--- src/rtl/ps2_kb_pkg.sv ---
// Shared types and constants for the PS/2 keyboard path: prefix state,
// set-2 framing bytes and the pass-through control codes.
package ps2_kb_pkg;

    typedef enum logic {
        IDLE,
        BREAK
    } pfx_state_t;

    localparam logic [7:0] PS2_BREAK    = 8'hF0;
    localparam logic [7:0] PS2_EXT0     = 8'hE0;
    localparam logic [7:0] PS2_EXT1     = 8'hE1;
    localparam logic [7:0] PS2_OVR_LO   = 8'h00;
    localparam logic [7:0] PS2_OVR_HI   = 8'hFF;
    localparam logic [7:0] XT_OVERRUN   = 8'hFF;
    localparam logic [7:0] XT_BREAK_BIT = 8'h80;

    localparam int unsigned N_CTRL_CODES = 6;
    localparam logic [7:0] CTRL_CODES [N_CTRL_CODES] =
        '{8'hAA, 8'hEE, 8'hFA, 8'hFC, 8'hFD, 8'hFE};

    function automatic logic is_ctrl_code(input logic [7:0] c);
        logic hit;
        hit = 1'b0;
        for (int unsigned i = 0; i < N_CTRL_CODES; i++) begin
            if (c == CTRL_CODES[i]) hit = 1'b1;
        end
        return hit;
    endfunction

endpackage

--- src/rtl/ps2_set2_to_set1_rom.sv ---
// Combinational set-2 to set-1 make-code map; unmapped codes give 0x00.
module ps2_set2_to_set1_rom (
    input  logic [7:0] set2,
    output logic [7:0] set1
);

    always_comb begin
        set1 = 8'h00;
        unique case (set2)
            8'h01: set1 = 8'h43;  8'h03: set1 = 8'h3F;  8'h04: set1 = 8'h3D;
            8'h05: set1 = 8'h3B;  8'h06: set1 = 8'h3C;  8'h07: set1 = 8'h58;
            8'h09: set1 = 8'h44;  8'h0A: set1 = 8'h42;  8'h0B: set1 = 8'h40;
            8'h0C: set1 = 8'h3E;  8'h0D: set1 = 8'h0F;  8'h0E: set1 = 8'h29;
            8'h11: set1 = 8'h38;  8'h12: set1 = 8'h2A;  8'h14: set1 = 8'h1D;
            8'h15: set1 = 8'h10;  8'h16: set1 = 8'h02;  8'h1A: set1 = 8'h2C;
            8'h1B: set1 = 8'h1F;  8'h1C: set1 = 8'h1E;  8'h1D: set1 = 8'h11;
            8'h1E: set1 = 8'h03;  8'h21: set1 = 8'h2E;  8'h22: set1 = 8'h2D;
            8'h23: set1 = 8'h20;  8'h24: set1 = 8'h12;  8'h25: set1 = 8'h05;
            8'h26: set1 = 8'h04;  8'h29: set1 = 8'h39;  8'h2A: set1 = 8'h2F;
            8'h2B: set1 = 8'h21;  8'h2C: set1 = 8'h14;  8'h2D: set1 = 8'h13;
            8'h2E: set1 = 8'h06;  8'h31: set1 = 8'h31;  8'h32: set1 = 8'h30;
            8'h33: set1 = 8'h23;  8'h34: set1 = 8'h22;  8'h35: set1 = 8'h15;
            8'h36: set1 = 8'h07;  8'h3A: set1 = 8'h32;  8'h3B: set1 = 8'h24;
            8'h3C: set1 = 8'h16;  8'h3D: set1 = 8'h08;  8'h3E: set1 = 8'h09;
            8'h41: set1 = 8'h33;  8'h42: set1 = 8'h25;  8'h43: set1 = 8'h17;
            8'h44: set1 = 8'h18;  8'h45: set1 = 8'h0B;  8'h46: set1 = 8'h0A;
            8'h49: set1 = 8'h34;  8'h4A: set1 = 8'h35;  8'h4B: set1 = 8'h26;
            8'h4C: set1 = 8'h27;  8'h4D: set1 = 8'h19;  8'h4E: set1 = 8'h0C;
            8'h52: set1 = 8'h28;  8'h54: set1 = 8'h1A;  8'h55: set1 = 8'h0D;
            8'h58: set1 = 8'h3A;  8'h59: set1 = 8'h36;  8'h5A: set1 = 8'h1C;
            8'h5B: set1 = 8'h1B;  8'h5D: set1 = 8'h2B;  8'h61: set1 = 8'h56;
            8'h66: set1 = 8'h0E;  8'h69: set1 = 8'h4F;  8'h6B: set1 = 8'h4B;
            8'h6C: set1 = 8'h47;  8'h70: set1 = 8'h52;  8'h71: set1 = 8'h53;
            8'h72: set1 = 8'h50;  8'h73: set1 = 8'h4C;  8'h74: set1 = 8'h4D;
            8'h75: set1 = 8'h48;  8'h76: set1 = 8'h01;  8'h77: set1 = 8'h45;
            8'h78: set1 = 8'h57;  8'h79: set1 = 8'h4E;  8'h7A: set1 = 8'h51;
            8'h7B: set1 = 8'h4A;  8'h7C: set1 = 8'h37;  8'h7D: set1 = 8'h49;
            8'h7E: set1 = 8'h46;  8'h83: set1 = 8'h41;  8'h84: set1 = 8'h54;
            default: set1 = 8'h00;
        endcase
    end

endmodule

--- src/rtl/ps2_scancode_translator.sv ---
// Translates set-2 PS/2 bytes into XT set-1 codes and queues them in a small
// FIFO for the host side, with a level IRQ and a sticky overflow flag.
module ps2_scancode_translator
    import ps2_kb_pkg::*;
#(
    parameter int unsigned FIFO_DEPTH = 16,
    localparam int unsigned PTR_W     = $clog2(FIFO_DEPTH)
) (
    input  logic             clock,
    input  logic             reset,
    input  logic [7:0]       code,
    input  logic             code_valid,
    input  logic             code_error,
    input  logic             clear,
    input  logic             read,
    output logic [7:0]       data_out,
    output logic             data_valid,
    output logic             irq,
    output logic             overflow,
    output logic [PTR_W:0]   level
);

    localparam logic [PTR_W:0]   FULL_LEVEL = (PTR_W+1)'(FIFO_DEPTH);
    localparam logic [PTR_W:0]   LVL_ONE    = (PTR_W+1)'(1);
    localparam logic [PTR_W-1:0] PTR_ONE    = PTR_W'(1);

    pfx_state_t       pfx_q, pfx_d;
    logic [7:0]       mem_q [FIFO_DEPTH];
    logic [7:0]       mem_d [FIFO_DEPTH];
    logic [PTR_W-1:0] wr_ptr_q, wr_ptr_d;
    logic [PTR_W-1:0] rd_ptr_q, rd_ptr_d;
    logic [PTR_W:0]   level_q, level_d;
    logic             overflow_q, overflow_d;
    logic             irq_q, irq_d;

    logic [7:0] rom_out;
    logic       push;
    logic [7:0] push_data;
    logic       do_pop;
    logic       full;
    logic       accept;

    ps2_set2_to_set1_rom u_rom (
        .set2 (code),
        .set1 (rom_out)
    );

    always_comb begin
        pfx_d     = pfx_q;
        push      = 1'b0;
        push_data = 8'h00;
        if (code_error) begin
            pfx_d = IDLE;
        end else if (code_valid) begin
            unique case (pfx_q)
                IDLE: begin
                    if (code == PS2_BREAK) begin
                        pfx_d = BREAK;
                    end else if (code == PS2_EXT0 || code == PS2_EXT1 || is_ctrl_code(code)) begin
                        push      = 1'b1;
                        push_data = code;
                    end else if (code == PS2_OVR_LO || code == PS2_OVR_HI) begin
                        push      = 1'b1;
                        push_data = XT_OVERRUN;
                    end else if (rom_out != 8'h00) begin
                        push      = 1'b1;
                        push_data = rom_out;
                    end
                end
                BREAK: begin
                    if (code != PS2_BREAK) begin
                        pfx_d = IDLE;
                        if (rom_out != 8'h00) begin
                            push      = 1'b1;
                            push_data = rom_out | XT_BREAK_BIT;
                        end
                    end
                end
                default: pfx_d = IDLE;
            endcase
        end
    end

    // A pop frees the head slot in the same edge, so a full FIFO can still accept.
    assign do_pop = read && (level_q != '0);
    assign full   = (level_q == FULL_LEVEL);
    assign accept = push && (!full || do_pop);

    always_comb begin
        mem_d      = mem_q;
        wr_ptr_d   = wr_ptr_q;
        rd_ptr_d   = rd_ptr_q;
        level_d    = level_q;
        overflow_d = overflow_q;
        if (clear) begin
            wr_ptr_d   = '0;
            rd_ptr_d   = '0;
            level_d    = '0;
            overflow_d = 1'b0;
        end else begin
            if (accept) begin
                mem_d[wr_ptr_q] = push_data;
                wr_ptr_d        = wr_ptr_q + PTR_ONE;
            end
            if (push && !accept) overflow_d = 1'b1;
            if (do_pop) rd_ptr_d = rd_ptr_q + PTR_ONE;
            if (accept && !do_pop) level_d = level_q + LVL_ONE;
            else if (!accept && do_pop) level_d = level_q - LVL_ONE;
        end
        irq_d = (level_d != '0);
    end

    always_ff @(posedge clock or posedge reset) begin
        if (reset) begin
            pfx_q      <= IDLE;
            mem_q      <= '{default: '0};
            wr_ptr_q   <= '0;
            rd_ptr_q   <= '0;
            level_q    <= '0;
            overflow_q <= 1'b0;
            irq_q      <= 1'b0;
        end else begin
            pfx_q      <= clear ? IDLE : pfx_d;
            mem_q      <= mem_d;
            wr_ptr_q   <= wr_ptr_d;
            rd_ptr_q   <= rd_ptr_d;
            level_q    <= level_d;
            overflow_q <= overflow_d;
            irq_q      <= irq_d;
        end
    end

    assign data_valid = (level_q != '0);
    assign data_out   = data_valid ? mem_q[rd_ptr_q] : 8'h00;
    assign irq        = irq_q;
    assign overflow   = overflow_q;
    assign level      = level_q;

endmodule

--- config.mk ---
export PLATFORM = sky130hd
export DESIGN_NAME = ps2_scancode_translator
export DESIGN_NICKNAME = d
export VERILOG_FILES = /design/src/rtl/ps2_kb_pkg.sv /design/src/rtl/ps2_set2_to_set1_rom.sv /design/src/rtl/ps2_scancode_translator.sv
export SDC_FILE = /design/constraint.sdc
export NUM_CORES = 1
export LEC_CHECK = 0
export BUFFER_PORTS_ARGS = -buffer_cell sky130_fd_sc_hd__buf_2
export CORE_AREA = 2 2 127 129
export DETAILED_ROUTE_END_ITERATION = 7
export DIE_AREA = 0 0 129 131
export PLACE_DENSITY = 0.79
export SLEW_MARGIN = 20
export SYNTH_ARGS = -nofsm -noshare
export SYNTH_HDL_FRONTEND = slang
export SYNTH_HIERARCHICAL = 1
export SYNTH_SLANG_ARGS = --single-unit
export TNS_END_PERCENT = 30
--- constraint.sdc ---
create_clock -name clock -period 4.9 [get_ports clock]
set_input_delay 0.245 -clock clock [delete_from_list [all_inputs] [get_ports clock]]
set_output_delay 0.245 -clock clock [all_outputs]
set_load 0.005 [all_outputs]
==> results.txt <==
DRC errors left - 0
most common cell after layout, fill and taps aside - dfrtp_1
worst-path fanout max - 21
Slowest cell on crit path - a2111oi_2
Yosys top cell area share - 42.9%
Rows - 46
syn avg cell area - 11.6 sq um
port buffer count - 29
overall die height - 131 microns
FF+latch count, synth - 144
Rel. slew slack - 47.9%
largest net degree at the start of global routing - 90
asr flop ratio synth - 100%
post-route core utilization - 59.9%
Starting Density - 53.9%
Mapped Area - 8400 sq um
Final TNS setup - 0 ns
FF-to-FF setup slack - 1.78 ns
antenna-violating nets left - 0
crit-path max cell delay - 0.50 ns
Mapped Cells - 726
Vias - 6361
pwr dens - 347 nW/um^2
routed len/inst - 22.5 microns
startpoint types - primary input
met1 GRT Util - 34.8%
grt ovf - 0
Period minus WS final - 4.20 ns
violated checks - hold timing
Detailed Routing Iterations Pass 1 - 5
area delta synth->final - 11.2%
CP Cell Sequence - buf_2 > inv_1 > ha_1 > nand2_1 > mux4_2 > a21o_1 > a2111oi_2 > nor4_1 > and2_1 > o2111a_1 > nor3_4 > buf_4 > nand3_1 > mux2_2
Worst Skew - 0.0141 ns
hold slack - -0.0189 ns
layout cells sized above 1 - 33.5%
post-synth cell types - 71
post-synthesis net count - 755
total number of yosys warnings - 6
Tightest Pin Transition - 0.782 ns
CP required - 5.20 ns
setup repair after global routing missed its margin - no
sequential fraction of the synthesis area - 42.9%
Core Area - 15600 sq um
worst skew pair latency - 0.43 ns
htree depth - 4
Top FF cell, synth - dfrtp_1
largest area contributor in the netlist - dfrtp_1
Final setup viols - 0
CTS root buf - clkbuf_16
CTS tree - yes
worst vdd rail ir drop - 241 uV
Vias/cell - 6.57
die width - 129 microns
diodes inserted - 0
DP Wirelength - 14500 microns
fmax - 238 MHz
Layout Nets - 768
CP Capture Type - flip-flop
Starting DRT DRC Count - 628
number of global-route vias before repair - 6240
cells on worst reg2reg path - 9
TritonCTS Sinks - 144
Clock transition at path regs - 0.07 ns
area of the multi-input gates - 4500 sq um
Filler cells - 1158
initial antenna violation count - 0
final WL - 21800 microns
grt met2 use - 47.2%
min-delay worst type - primary input to async pin
first-pass GRT wire length - 35100 microns
die area - 16900 sq um
commonest non-fill, non-tap cells in the layout - dfrtp_1, mux2_2, nand2_1, mux4_2, nor2_1
outcome - finished with violations
num ports - 30
Post-synth EDFFs - 0
final worst-path cycle share - 85.8%
P_leak - 0.00425 uW
Most Crowded Layer GR - met2
Hold Vio Cnt, Final - 41
gpl congestion - 0.950
CTS buffer count - 17
deepest clock path buffer count - 2
reg2reg start - level[1]
worst r2r dst - irq
gr usage total - 27.1%
critical path data arrival time - 4.51 ns
Max Cap Violations - 0
Slew Limit Fails - 0
post-CTS sizing - 0
kind of critical path - primary input to flip-flop
met3 usage in global routing - 4.72%
Synth area leaders - dfrtp_1, mux2_2, mux4_2, nand2_1, ha_1
Sequential Area - 3600 sq um
## state kept, by name (all words and copies together), names as in the netlist
signal / flops
mem_q: 128
irq: 1
pfx_q: 1
overflow: 1
level: 5
wr_ptr_q: 4
rd_ptr_q: 4
## stage by stage
step / total power [uW] / std cells / instance area [sq um] / worst slack [ns] / hold WS (ns)
floorplan: 1760 / 726 / 8400 / 0.789 / 0.318
global placement: 1920 / 935 / 8730 / 0.512 / 0.419
detailed placement: 1940 / 935 / 8730 / 0.368 / 0.427
CTS: 3260 / 968 / 9350 / 0.787 / 0.0105
global route: 3380 / 968 / 9350 / 0.483 / 0.0501
finish: 3250 / 968 / 9350 / 0.698 / -0.0189
## what timing repair did
action / 4_1_cts / 5_1_grt
hold buffers: 1 / 0
endpoints found under the setup margin: 0 / 0
hold endpoints to repair: 1 / 0
setup buffers: 0 / 0
## worst max path at each step
stage            start          to  slack (ns)  cells after the start
2_1_floorplan    reset         irq        0.79                      1
3_3_place_gp   code[1]  mem_q[105]        0.51                     14
3_5_place_dp   code[1]   mem_q[97]        0.37                     14
4_1_cts        code[1]   mem_q[97]        0.79                     14
5_1_grt        code[1]   mem_q[97]        0.48                     14
6_report       code[1]   mem_q[97]        0.70                     14
## per-layer routing
metal / wire length (microns) / part of all wire (%)
met2: 11400 / 52
met5: 0 / 0
met3: 1230 / 5.7
met4: 438 / 2.0
met1: 8770 / 40
## report_power, final
part           switching (uW)  total [uW]  leakage [uW]  internal (uW)
Clock                     586        1320      0.000299            736
Combinational             358         625       0.00195            267
Sequential               75.8        1300       0.00200           1220
Total                    1020        3250       0.00425           2230
## synthesized netlist by cell type (5+ instances only)
cell,instances
o31ai_1,5
and3_1,6
nand4_1,9
and2_1,13
nand2_1,51
nor3_1,11
o21ai_0,27
o211ai_1,8
nand2b_1,12
buf_2,14
ha_1,15
dfrtp_1,144
a21oi_1,17
inv_1,17
or3_1,5
xor2_1,5
nor2b_1,11
buf_1,9
clkbuf_1,26
mux4_2,42
a21o_1,5
o221a_2,5
mux2_2,115
nand3_1,27
a31oi_1,7
nor2_1,34
## cell type report
class	instances	share of cell area [%]
inverter	18	0.777
clock inverter	15	1.93
timing repair buffer	47	3.16
tap	216	2.89
sequential	144	38.6
clock buffer	17	4.55
multi-input combinational	511	48.1
## kinds of logic (layout without fill, tap and decap cells)
family / count (synthesis) / after routing / share of synthesized area, %
other: 1 / 1 / 0.0446
muxes: 164 / 164 / 27.6
xor gates and xnor gates: 8 / 8 / 0.834
AOI/OAI and AO/OA: 126 / 126 / 11.0
adders and majority gates: 15 / 15 / 2.23
and+or+nand+nor: 197 / 197 / 11.9
DFF: 144 / 144 / 42.9
buffers and inverters: 71 / 97 / 3.57
## critical path: cells and delay by family
kind	cells	cell delay, ns
AND/OR/NAND/NOR	5	1.15
buffers and inverters	3	0.81
multiplexers	2	0.95
AO/OA/AOI/OAI	3	0.87
adder cells (fa/ha/maj)	1	0.48
No activity file was read; power rests on OpenSTA's default activity.
